==> src/rtl/writeback_stage_if.sv <==
// Memory-stage to writeback-stage bus: instruction handshake plus data-memory
// load response. The master modport is the memory-stage side and the slave
// modport is the writeback-stage side.
interface writeback_stage_if;
    logic        mem_valid;
    logic        mem_ready;
    logic [4:0]  mem_rd;
    logic        mem_rd_we;
    logic        mem_is_load;
    logic [2:0]  mem_funct3;
    logic [1:0]  mem_addr_lo;
    logic [31:0] mem_alu_result;
    logic        dmem_rvalid;
    logic [31:0] dmem_rdata;

    modport master (
        output mem_valid, mem_rd, mem_rd_we, mem_is_load, mem_funct3,
               mem_addr_lo, mem_alu_result, dmem_rvalid, dmem_rdata,
        input  mem_ready
    );

    modport slave (
        input  mem_valid, mem_rd, mem_rd_we, mem_is_load, mem_funct3,
               mem_addr_lo, mem_alu_result, dmem_rvalid, dmem_rdata,
        output mem_ready
    );
endinterface

==> src/rtl/writeback_stage.sv <==
// Writeback stage: retires ALU results directly, waits for load data and
// formats byte/halfword/word loads before driving the register-file write port.
// Optional feature: define WB_INSTRET_EN to add the 64-bit wb_instret counter.
//
// state     | meaning
// IDLE      | ready for a new instruction; ALU results retire next cycle
// WAIT_LOAD | load accepted, waiting for dmem_rvalid; memory stage stalled
module writeback_stage (
    input  logic                   clk,
    input  logic                   rst,
    writeback_stage_if.slave       mem_if,
    output logic [4:0]             wb_rd,
    output logic                   wb_wr_en,
    output logic [31:0]            wb_rd_value,
    output logic                   wb_stall,
    output logic                   wb_load_fault
`ifdef WB_INSTRET_EN
    ,
    output logic [63:0]            wb_instret
`endif
);

    typedef enum logic {IDLE, WAIT_LOAD} state_t;

    state_t      state_q, state_d;
    logic [4:0]  ld_rd_q, ld_rd_d;
    logic        ld_rd_we_q, ld_rd_we_d;
    logic [2:0]  ld_funct3_q, ld_funct3_d;
    logic [1:0]  ld_addr_lo_q, ld_addr_lo_d;
    logic [4:0]  wb_rd_q, wb_rd_d;
    logic        wb_wr_en_q, wb_wr_en_d;
    logic [31:0] wb_rd_value_q, wb_rd_value_d;
    logic        wb_load_fault_q, wb_load_fault_d;
    logic [7:0]  ld_byte;
    logic [15:0] ld_half;
`ifdef WB_INSTRET_EN
    logic [63:0] instret_q, instret_d;
`endif

    // Select the addressed byte and halfword of the returned word.
    always_comb begin
        ld_byte = mem_if.dmem_rdata[7:0];
        case (ld_addr_lo_q)
            2'd0: ld_byte = mem_if.dmem_rdata[7:0];
            2'd1: ld_byte = mem_if.dmem_rdata[15:8];
            2'd2: ld_byte = mem_if.dmem_rdata[23:16];
            2'd3: ld_byte = mem_if.dmem_rdata[31:24];
            default: ld_byte = mem_if.dmem_rdata[7:0];
        endcase
        ld_half = ld_addr_lo_q[1] ? mem_if.dmem_rdata[31:16] : mem_if.dmem_rdata[15:0];
    end

    // Next-state, capture and write-port logic.
    always_comb begin
        state_d         = state_q;
        ld_rd_d         = ld_rd_q;
        ld_rd_we_d      = ld_rd_we_q;
        ld_funct3_d     = ld_funct3_q;
        ld_addr_lo_d    = ld_addr_lo_q;
        wb_rd_d         = wb_rd_q;
        wb_wr_en_d      = 1'b0;
        wb_rd_value_d   = wb_rd_value_q;
        wb_load_fault_d = 1'b0;
        mem_if.mem_ready = (state_q == IDLE);
`ifdef WB_INSTRET_EN
        instret_d       = instret_q;
`endif
        case (state_q)
            IDLE: begin
                if (mem_if.mem_valid) begin
`ifdef WB_INSTRET_EN
                    if (!mem_if.mem_is_load) instret_d = instret_q + 64'd1;
`endif
                    if (!mem_if.mem_is_load) begin
                        wb_rd_d       = mem_if.mem_rd;
                        wb_rd_value_d = mem_if.mem_alu_result;
                        wb_wr_en_d    = mem_if.mem_rd_we && (mem_if.mem_rd != 5'd0);
                    end else begin
                        ld_rd_d      = mem_if.mem_rd;
                        ld_rd_we_d   = mem_if.mem_rd_we;
                        ld_funct3_d  = mem_if.mem_funct3;
                        ld_addr_lo_d = mem_if.mem_addr_lo;
                        state_d      = WAIT_LOAD;
                    end
                end
            end
            WAIT_LOAD: begin
                if (mem_if.dmem_rvalid) begin
`ifdef WB_INSTRET_EN
                    instret_d = instret_q + 64'd1;
`endif
                    state_d    = IDLE;
                    wb_rd_d    = ld_rd_q;
                    wb_wr_en_d = ld_rd_we_q && (ld_rd_q != 5'd0);
                    case (ld_funct3_q)
                        3'b000: wb_rd_value_d = {{24{ld_byte[7]}}, ld_byte};
                        3'b001: wb_rd_value_d = {{16{ld_half[15]}}, ld_half};
                        3'b010: wb_rd_value_d = mem_if.dmem_rdata;
                        3'b100: wb_rd_value_d = {24'd0, ld_byte};
                        3'b101: wb_rd_value_d = {16'd0, ld_half};
                        default: begin
                            // Unsupported width: no formatted data exists, so
                            // the value port is zeroed and no write happens.
                            wb_rd_value_d   = 32'd0;
                            wb_wr_en_d      = 1'b0;
                            wb_load_fault_d = 1'b1;
                        end
                    endcase
                end
            end
            default: state_d = IDLE;
        endcase
    end

    // State and output registers.
    always_ff @(posedge clk or posedge rst) begin
        if (rst) begin
            state_q         <= IDLE;
            ld_rd_q         <= 5'd0;
            ld_rd_we_q      <= 1'b0;
            ld_funct3_q     <= 3'd0;
            ld_addr_lo_q    <= 2'd0;
            wb_rd_q         <= 5'd0;
            wb_wr_en_q      <= 1'b0;
            wb_rd_value_q   <= 32'd0;
            wb_load_fault_q <= 1'b0;
        end else begin
            state_q         <= state_d;
            ld_rd_q         <= ld_rd_d;
            ld_rd_we_q      <= ld_rd_we_d;
            ld_funct3_q     <= ld_funct3_d;
            ld_addr_lo_q    <= ld_addr_lo_d;
            wb_rd_q         <= wb_rd_d;
            wb_wr_en_q      <= wb_wr_en_d;
            wb_rd_value_q   <= wb_rd_value_d;
            wb_load_fault_q <= wb_load_fault_d;
        end
    end

`ifdef WB_INSTRET_EN
    // Retired-instruction counter, wraps naturally at 2^64.
    always_ff @(posedge clk or posedge rst) begin
        if (rst) instret_q <= 64'd0;
        else     instret_q <= instret_d;
    end

    assign wb_instret = instret_q;
`endif

    assign wb_rd         = wb_rd_q;
    assign wb_wr_en      = wb_wr_en_q;
    assign wb_rd_value   = wb_rd_value_q;
    assign wb_load_fault = wb_load_fault_q;
    assign wb_stall      = !mem_if.mem_ready;

endmodule
==> src/flat_wrapper.sv <==
// flat-port wrapper written by rule: the top's interface ports become plain ports
module writeback_stage_flat 
  (clk, rst, wb_rd, wb_wr_en, wb_rd_value, wb_stall, wb_load_fault, mem_if_mem_valid, mem_if_mem_rd, mem_if_mem_rd_we, mem_if_mem_is_load, mem_if_mem_funct3, mem_if_mem_addr_lo, mem_if_mem_alu_result, mem_if_dmem_rvalid, mem_if_dmem_rdata, mem_if_mem_ready);
  writeback_stage_if mem_if_i ();
  input  logic clk;
  input  logic rst;
  output logic [4:0] wb_rd;
  output logic wb_wr_en;
  output logic [31:0] wb_rd_value;
  output logic wb_stall;
  output logic wb_load_fault;
  input wire logic [$bits(mem_if_i.mem_valid)-1:0] mem_if_mem_valid;
  input wire logic [$bits(mem_if_i.mem_rd)-1:0] mem_if_mem_rd;
  input wire logic [$bits(mem_if_i.mem_rd_we)-1:0] mem_if_mem_rd_we;
  input wire logic [$bits(mem_if_i.mem_is_load)-1:0] mem_if_mem_is_load;
  input wire logic [$bits(mem_if_i.mem_funct3)-1:0] mem_if_mem_funct3;
  input wire logic [$bits(mem_if_i.mem_addr_lo)-1:0] mem_if_mem_addr_lo;
  input wire logic [$bits(mem_if_i.mem_alu_result)-1:0] mem_if_mem_alu_result;
  input wire logic [$bits(mem_if_i.dmem_rvalid)-1:0] mem_if_dmem_rvalid;
  input wire logic [$bits(mem_if_i.dmem_rdata)-1:0] mem_if_dmem_rdata;
  output wire logic [$bits(mem_if_i.mem_ready)-1:0] mem_if_mem_ready;
  assign mem_if_i.mem_valid = mem_if_mem_valid;
  assign mem_if_i.mem_rd = mem_if_mem_rd;
  assign mem_if_i.mem_rd_we = mem_if_mem_rd_we;
  assign mem_if_i.mem_is_load = mem_if_mem_is_load;
  assign mem_if_i.mem_funct3 = mem_if_mem_funct3;
  assign mem_if_i.mem_addr_lo = mem_if_mem_addr_lo;
  assign mem_if_i.mem_alu_result = mem_if_mem_alu_result;
  assign mem_if_i.dmem_rvalid = mem_if_dmem_rvalid;
  assign mem_if_i.dmem_rdata = mem_if_dmem_rdata;
  assign mem_if_mem_ready = mem_if_i.mem_ready;
  writeback_stage u_core (.clk(clk), .rst(rst), .mem_if(mem_if_i), .wb_rd(wb_rd), .wb_wr_en(wb_wr_en), .wb_rd_value(wb_rd_value), .wb_stall(wb_stall), .wb_load_fault(wb_load_fault));
endmodule
==> config.mk <==
export PLATFORM = sky130hd
export DESIGN_NAME = writeback_stage_flat
export DESIGN_NICKNAME = d
export VERILOG_FILES = /design/src/rtl/writeback_stage_if.sv /design/src/rtl/writeback_stage.sv /design/src/flat_wrapper.sv
export SDC_FILE = /design/constraint.sdc
export NUM_CORES = 1
export LEC_CHECK = 0
export CAP_MARGIN = 20
export CORE_AREA = 2 2 112 114
export DETAILED_ROUTE_END_ITERATION = 8
export DIE_AREA = 0 0 114 116
export PLACE_DENSITY_LB_ADDON = 0.1
export SYNTH_ARGS = -nofsm -noshare
export SYNTH_HDL_FRONTEND = slang
export SYNTH_SLANG_ARGS = --single-unit
==> constraint.sdc <==
create_clock -name clk -period 2.5 [get_ports clk]
set_clock_uncertainty 0.15 [all_clocks]
set_input_delay 0.25 -clock clk [delete_from_list [all_inputs] [get_ports clk]]
set_output_delay 0.25 -clock clk [all_outputs]
set_load 0.05 [all_outputs]
# Word level (Yosys, flattened, before mapping)
# Index checks and enable logic that the tools add are counted.
[op_classes]
n_eq_ne = 10
mux = 23
bitwise_logic = 1
reduce_logical = 9
[ops]
columns = ["op", "n"]
rows = [
  ["$pmux 32 s5", 1],
  ["$mux 32", 3],
  ["$pmux 32 s2", 1],
  ["$pmux 8 s4", 1],
  ["$mux 16", 1],
  ["$mux 5", 3],
  ["$mux 1", 10],
  ["$pmux 5 s2", 1],
  ["$reduce_bool 5->1", 2],
  ["$eq 3x3->1 const B", 2],
  ["$ne 2x2->1 const B", 3],
  ["$reduce_and 3->1", 2],
  ["$reduce_or 5->1", 1],
  ["$eq 2x2->1 const B", 2],
  ["$pmux 1 s2", 2],
  ["$eq 3x1->1 const B", 1],
  ["$eq 3x2->1 const B", 1],
  ["$logic_not 3->1", 1],
  ["$eq 2x1->1 const B", 1],
  ["$logic_and 1x1->1", 2],
  ["$logic_not 2->1", 1],
  ["$not 1->1", 1],
]
[totals]
register_bits = 51
inputBits = 80
output_inout_bits = 41
elab_cells = 52

# Longest topological paths before layout
[depth]
depth_word = 5
ltp_mapped = 7
ltp_nobuf = 4

# Worst setup path before layout
# OpenSTA, ideal clock, no wires.
[synth_timing]
path_kind = "reg2reg"
startpoint = "register u_core.state_q (netlist: u_core.wb_stall)"
endpoint = "register u_core.wb_rd_value_q[28] (netlist: u_core.wb_rd_value[28])"
setup_time_ns = 0.082
arrival_ns = 2.046
required_time_ns = 2.268
setup_slack_ns = 0.222
stages_incl_launch_ff = 7
path_buffers = 2
period_less_slack_ns = 2.278
path_cell_list = "dfrtp_1 > buf_6 > inv_1 > clkbuf_1 > a22oi_1 > o2bb2ai_1 > a31oi_1"
[synth_via]
elab_chain_len = 3
elab_cells_between_ends = 6
classes_between = "eq/ne: 3; mux: 1; bitwise: 1; reduce/logical: 1"
[synth_rtl]
columns = ["item", "line_no", "rtl"]
rows = [
  ["from (decl)", "writeback_stage.sv:25", "state_t state_q, state_d;"],
  ["from (signal assigned)", "writeback_stage.sv:128", "state_q <= state_d;"],
  ["$not 1->1 (no line) *", "-", ""],
  ["via mem_if_mem_ready", "flat_wrapper.sv:21", "output wire logic [$bits(mem_if_i.mem_ready)-1:0] mem_if_mem_ready;"],
  ["$ne 2x2->1 (no line)", "-", ""],
  ["$reduce_and 3->1 (no line)", "-", ""],
  ["to (signal assigned)", "writeback_stage.sv:135", "wb_rd_value_q <= wb_rd_value_d;"],
  ["to (decl)", "writeback_stage.sv:32", "logic [31:0] wb_rd_value_q, wb_rd_value_d;"],
]
# The timed path passes the listed nets; every way through them passes the cells marked *.
# A chain may end at the register's enable or synchronous reset.

# Final worst setup path
[layout_timing]
startpoint = "register u_core.ld_funct3_q[0]"
endpoint = "register u_core.wb_rd_value_q[24] (netlist: u_core.wb_rd_value[24])"
[layout_via]
elab_chain_len = 4
elab_cells_between_ends = 8
classes_between = "eq/ne: 4; mux: 3; reduce/logical: 1"
[layout_rtl]
columns = ["item", "line_no", "rtl"]
rows = [
  ["from (decl)", "writeback_stage.sv:28", "logic [2:0] ld_funct3_q, ld_funct3_d;"],
  ["from (signal assigned)", "writeback_stage.sv:131", "ld_funct3_q <= ld_funct3_d;"],
  ["$eq 3x3->1 (tied with other cells)", "writeback_stage.sv:95", "case (ld_funct3_q)"],
  ["$pmux 32 s5 *", "writeback_stage.sv:95", ""],
  ["$mux 32 *", "writeback_stage.sv:88", "if (mem_if.dmem_rvalid) begin"],
  ["$pmux 32 s2 *", "writeback_stage.sv:68", "case (state_q)"],
]
# Mark *: on every way between the ends. The rest lies on a longest branch, timed or not. The select of a mux whose other input is x is not followed.

==> metrics.yaml <==
r2r_slack_ns: 0.51
wl_um: 10600
p_switching_mw: 1.74
share_comb_of_total_power_pct: 48.5
layout_min_cycle_time_ns: 1.99
irDropWorstVdd_uv: 323
setup_slack_ns: 0.512
setup_tns_ns: 0
dr.pass1.iters: 4
crit_path_cell_trace: "o21ai_0 -> nand2_1 -> o2bb2ai_1 -> a31oi_1"
worst_setup_path_start_kind: "flop"
critPathKind: "reg -> reg"
drive_above_1_share_pct: 10.1
die_width_um: 114
cp-end-kind: "flop"
grt_most_used_layer: "met2"
grt-ovfl-total: 0
use_met1_pct: 22.4
grt_max_degree: 52
clock-sinks: 51
slew_headroom_pct: 57.1
cell_internal_pwr_mw: 2.37
rows: 40
drv_slew: 0
final_area_um2: 4450
muxShareOfSynthArea_pct: 8.83
cts_buffer_depth: 2
layout_common_cells: "clkdlybuf4s50_1, dfrtp_1, a21oi_1"
synthTopCellsByArea: "dfrtp_1, a21oi_1, o21a_1, mux2i_1, mux2_2"
path_clk_slew_ns: 0.08
grt_pass1_vias: 3055
area_growth_syn_to_layout_pct: 52.6
clk_latency_ns: 0.30
coreArea_um2: 11900
synth-edff-count: 0
worst_slew_pin_slew_ns: 0.643
finalNetCount: 494
numCtsBuffers: 5
first_iter_violations: 126
die_area_um2: 13200
wire_per_inst_um: 18.9
antenna_found_initial: 0
diodes: 0
num_vias: 2839
post-route-util_pct: 37.4
dp_hpwl_um: 7730
finalCritPeriodShare_pct: 79.5
dpl_cell_area_um2: 4260
rsz0062_at_grt: "no"
p_seq_share_pct: 29.6
syn_avg_cell_area_um2: 9.76
synth_area_um2: 2920
synth_top_family_by_area: "compound AO/OA/AOI/OAI gates"
dpl.cell_count: 554
grt_util_met3_pct: 2.88
fp.dieH_um: 116
synthFlopType: "dfrtp_1"
critPathMaxStageDelay_ns: 0.52
ant_nets: 0
status: "finished clean"
sw_frac_of_total_pct: 42.3
grt_first_pass_wirelength_um: 16900
ios: 121
ys_ff_latch: 51
synth_fa_ha_area_share_pct: 0
grt_usage_pct: 16.5
r2r_cells: 4
h-tree-depth: 2
synth-simple-area-share_pct: 8.74
power_per_cell_area_nw_per_um2: 922
yosys.area.top_type_share_pct: 43.7
yosysWarnings: 0
vias_per_cell: 5.05
yosysTopAreaCell: "dfrtp_1"
fin_cells: 562
preCtsSetupSlack_ns: 0.275
synth.distinct_cells: 40
layout_commonest_cell: "clkdlybuf4s50_1"
setup_viol: 0
synthXorXnorAreaFrac_pct: 0
synth_compound_area_share_pct: 32.9
cts_tree: "done"
required_ns: 2.56
postSynthCellCount: 299
cp_slowest_cell: "dfrtp_1"
synthArstFlopShare_pct: 100
whs_ns: 0.161
drcViolationCount: 0
maxCapViolations: 0
io_buffer_count: 120
p_total_mw: 4.11
ctsRootBufferMaster: "clkbuf_16"
clock.fmax_ghz: 0.503
power.share.clock_pct: 22.0
place_congestion: 0.800
hold_viol: 0
crit_path_max_fanout: 13
start_util_pct: 24.5
p_leak_nw: 1.73
crit_arrival_ns: 2.05
hp-class: "in -> async"
grt_use_met2_pct: 27.3
ys_seq_area_share_pct: 43.7
synthesis.nets: 379
[power by group through the flow]
stage               Sequential, mW  Combinational (mW)  Clock (mW)
global route                  1.25                2.11       0.961
floorplan                     1.84               0.657           0
CTS                           1.22                2.01       0.922
finish                        1.22                1.99       0.902
global placement              1.23                1.99           0
detailed placement            1.24                2.00           0
[registers in the layout, summed over array words and instances, names as in the netlist]
register	count
u_core.wb_rd_value	32
u_core.ld_addr_lo_q	2
u_core.wb_rd	5
u_core.wb_load_fault	1
u_core.ld_funct3_q	3
u_core.ld_rd_we_q	1
u_core.ld_rd_q	5
u_core.wb_wr_en	1
u_core.wb_stall	1
[layer usage]
layer	share of wire, %	routed length [µm]	vias to the layer above
li1	-	-	1375
met5	0	0	-
met1	46	4870	1358
met2	48	5070	99
met3	5.6	591	7
met4	1.0	111	0
[critical path, delay by kind of cell, from the launching register on]
family,cells,cell delay (ns)
compound gates,3,0.81
simple gates,1,0.42
flops,1,0.52
[cell families after synthesis]
family / after synthesis
multiplexers: 24
buffers and inverters: 28
AND/OR/NAND/NOR: 52
flip-flops: 51
AO/OA/AOI/OAI: 144
[cells in the mapped netlist (5+ instances only)]
master	count
buf_6	6
inv_1	5
mux2_2	10
clkbuf_1	8
o22ai_1	12
nor2_1	22
mux2i_1	13
o21a_1	20
a31oi_1	11
buf_2	6
nand2_1	14
o22a_1	6
o21ai_0	11
a211oi_1	6
a21oi_1	42
o221a_2	6
o2bb2ai_1	12
o21ai_1	7
dfrtp_1	51
[path summary, 6_finish.rpt]
check / startpoint / endpoint
max: u_core.ld_funct3_q[0] / u_core.wb_rd_value[24]
max reg2reg: u_core.ld_funct3_q[0] / u_core.wb_rd_value[24]
min in group clk: u_core.wb_rd_value[1] / u_core.wb_rd_value[1]
min reg2reg: u_core.wb_rd_value[1] / u_core.wb_rd_value[1]
min: rst / u_core.wb_rd[3]
max in group asynchronous: rst / u_core.wb_rd_value[30]
[what timing repair did]
action / in CTS / in global routing
hold buffers: 0 / 0
gates resized for setup: 0 / 1
buffers inserted: 0 / 0
setup endpoints to repair: 0 / 1
[area by class of cell]
cell class / count / area (µm²)
Inverter: 5 / 18.8
Clock inverter: 3 / 67.6
Multi-Input combinational cell: 220 / 1480
Clock buffer: 5 / 125
Sequential cell: 51 / 1280
Tap cell: 147 / 184
Fill cell: 1230 / 7460
Timing Repair Buffer: 131 / 1310
Power figures use the tool's default switching activity.
==> RTL edit (config.mk and constraints unchanged) <==
`wb_rd_value_q` no longer has a reset.
--- a/src/rtl/writeback_stage.sv
+++ b/src/rtl/writeback_stage.sv
@@ -123,5 +123,4 @@
             wb_rd_q         <= 5'd0;
             wb_wr_en_q      <= 1'b0;
-            wb_rd_value_q   <= 32'd0;
             wb_load_fault_q <= 1'b0;
         end else begin
@@ -133,7 +132,10 @@
             wb_rd_q         <= wb_rd_d;
             wb_wr_en_q      <= wb_wr_en_d;
-            wb_rd_value_q   <= wb_rd_value_d;
             wb_load_fault_q <= wb_load_fault_d;
         end
+    end
+
+    always_ff @(posedge clk) begin
+        wb_rd_value_q <= wb_rd_value_d;
     end
 
Function: changed (Yosys sat finds a counterexample within 4 cycles, from zero or initial values and one cycle with rst high).
==> RTL edit against the unedited design <==
- sequential cell count unchanged
- cell count shrank 6.0%
- setup slack lost 59 ps
- routed wire length is 13% lower
- count of clock-buffer cells in the layout grew 2
- sequential power shrank 6%
- design area down 3.6%
- power fell by 26%
- area after synthesis down 5.4%
- first-iteration DRC count is 36% lower
==> RTL edit: results (changes against the unedited design) <==
[outcome]
outcome = complete, no violations  ; unchanged

[global_routing]
grt_pass1_wl_mm = 14.0  ; was 16.9 mm
antenna_found_initial = 0  ; unchanged
grt_start_max_net_pins = 33  ; was 52
grt_pass1_vias = 2576  ; was 3,055
grt_usage = 0.138  ; was 0.165

[routing]
dr_total_vias = 2461  ; was 2,839
wl_mm = 9.30  ; was 10.6 mm
drt_iter0_drc = 81  ; was 126
first_pass_iters = 4  ; unchanged
via_per_inst = 4.66  ; was 5.05

[clocking]
insertion_delay_ps = 280  ; was 300 ps
htree_levels = 2  ; unchanged
post_cts_resize_count = 0  ; unchanged
cts_made_buffers = 5  ; unchanged
hold_buffers = 0  ; unchanged
cts_root_buffer = clkbuf_16  ; unchanged
clk_path_buf_depth = 2  ; unchanged
postCtsSetupRepairBufs = 0  ; unchanged
clkTransAtPathRegs_ps = 60  ; was 80 ps

[logic_synthesis]
synthAdderAreaFrac = 0  ; unchanged
ys_top_cells_by_count = 33 x nor2_1, 32 x edfxtp_1, 23 x nand3_1, 19 x dfrtp_1, 18 x nand2_1  ; was 51 x dfrtp_1, 42 x a21oi_1, 22 x nor2_1, 20 x o21a_1, 14 x nand2_1
ys_seq_area_frac = 0.520  ; was 0.437
ys_top_cells_by_area = edfxtp_1 35%, dfrtp_1 17%, mux2i_1 4.7%  ; was dfrtp_1 44%, a21oi_1 7.2%, o21a_1 5.1%
synth_xor_area_frac = 0  ; unchanged
synth_nets = 340  ; was 379
yosysUniqueCellTypes = 38  ; was 40
synth_mux_area_frac = 0.0970  ; was 0.0883
synthFlopType = edfxtp_1  ; was dfrtp_1
synth-edff-count = 32  ; was 0
netlist.area_leader.share = 0.348  ; was 0.437
synth_compound_area_frac = 0.155  ; was 0.329
yosys_warnings = 0  ; unchanged
async_flop_share = 0.373  ; was 1.00
synth.avg_cell_area_um2 = 10.6  ; was 9.76 um2
yosysMostFrequentCell = nor2_1  ; was dfrtp_1

[power_and_ir_drop]
ir_drop_mv = 0.324  ; was 0.323 mV
seq_power_share = 0.377  ; was 0.296
clockPowerShare = 0.221
leakagePower_nw = 1.62  ; was 1.73 nW
p_int_mw = 1.92  ; was 2.37 mW
powerComb_mw = 1.22  ; was 1.99 mW

[setup_path]
critPathTopFamily = flip-flops  ; was compound AO/OA/AOI/OAI gates
slowest_delay_ps = 530
crit_fanout = 16  ; was 13
arrival_ps = 1920  ; was 2050 ps

[place]
io_buffers = 120  ; unchanged
place_congestion = 0.754  ; was 0.800
dp.cells = 520  ; was 554
post-dp-hpwl_mm = 6.98  ; was 7.73 mm
pre_cts_ws_ps = 297  ; was 275 ps

[hold_path]
min_path_type = in2async  ; unchanged

[finish]
drive_above_1_share = 0.123  ; was 0.101
fin_nets = 460  ; was 494
largest_reg_flops = 32  ; unchanged
n_fill_cell = 1233  ; was 1,230
num_antenna_cells = 0  ; unchanged

[sta]
timing.slew.headroom = 0.504  ; was 0.571

RTL edit: cell count changes after synthesis, sizes merged, moves of 8 or more:
cell	change
a21oi	-26
o22ai	-12
nand3	+32
a31oi	-9
o21a	-20
dfrtp	-32
edfxtp	+32
nor2	+13
a21boi	+8
RTL edit: path summary, 6_finish.rpt:
kind | endpoint | startpoint | slack, ps | cells past startpoint
min in group clk | u_core.ld_rd_we_q$_DFFE_PP0P_ | u_core.ld_rd_we_q$_DFFE_PP0P_ | 370 | 1
min reg2reg | u_core.ld_rd_we_q$_DFFE_PP0P_ | u_core.ld_rd_we_q$_DFFE_PP0P_ | 370 | 1
max reg2reg | u_core.wb_rd_value[31]$_DFFE_PP_ | u_core.ld_addr_lo_q[1]$_DFFE_PP0P_ | 450 | 5
max | u_core.wb_rd_value[31]$_DFFE_PP_ | u_core.ld_addr_lo_q[1]$_DFFE_PP0P_ | 450 | 5
max in group asynchronous | u_core.wb_stall$_DFF_PP0_ | rst | 1440 | 2
min | u_core.wb_rd[3]$_DFFE_PP0P_ | rst | 240 | 2
RTL edit: final cells by class:
class,instances,area [um2],area share
clock inverter,1,5.00,0.00117
inverter,4,15.0,0.00350
multi-input combinational,187,1230,0.286
timing repair buffer,131,1290,0.301
sequential,51,1440,0.335
clock buffer,7,133,0.0309
tap,147,184,0.0428
RTL edit: layer usage:
metal / track usage / part of all wire / up-vias
li1: - / - / 1209
met4: 0.0333 / 0.010 / 0
met3: 0.0387 / 0.066 / 6
met2: 0.237 / 0.48 / 79
met5: 0 / 0 / -
met1: 0.173 / 0.45 / 1167
RTL edit: stage by stage:
step           area (um2)  hold WS, ps
3_5_place_dp         4160          354
2_1_floorplan        2760         51.1
5_1_grt              4290          319
4_1_cts              4290          275
6_report             4290          242
3_3_place_gp         4160          340
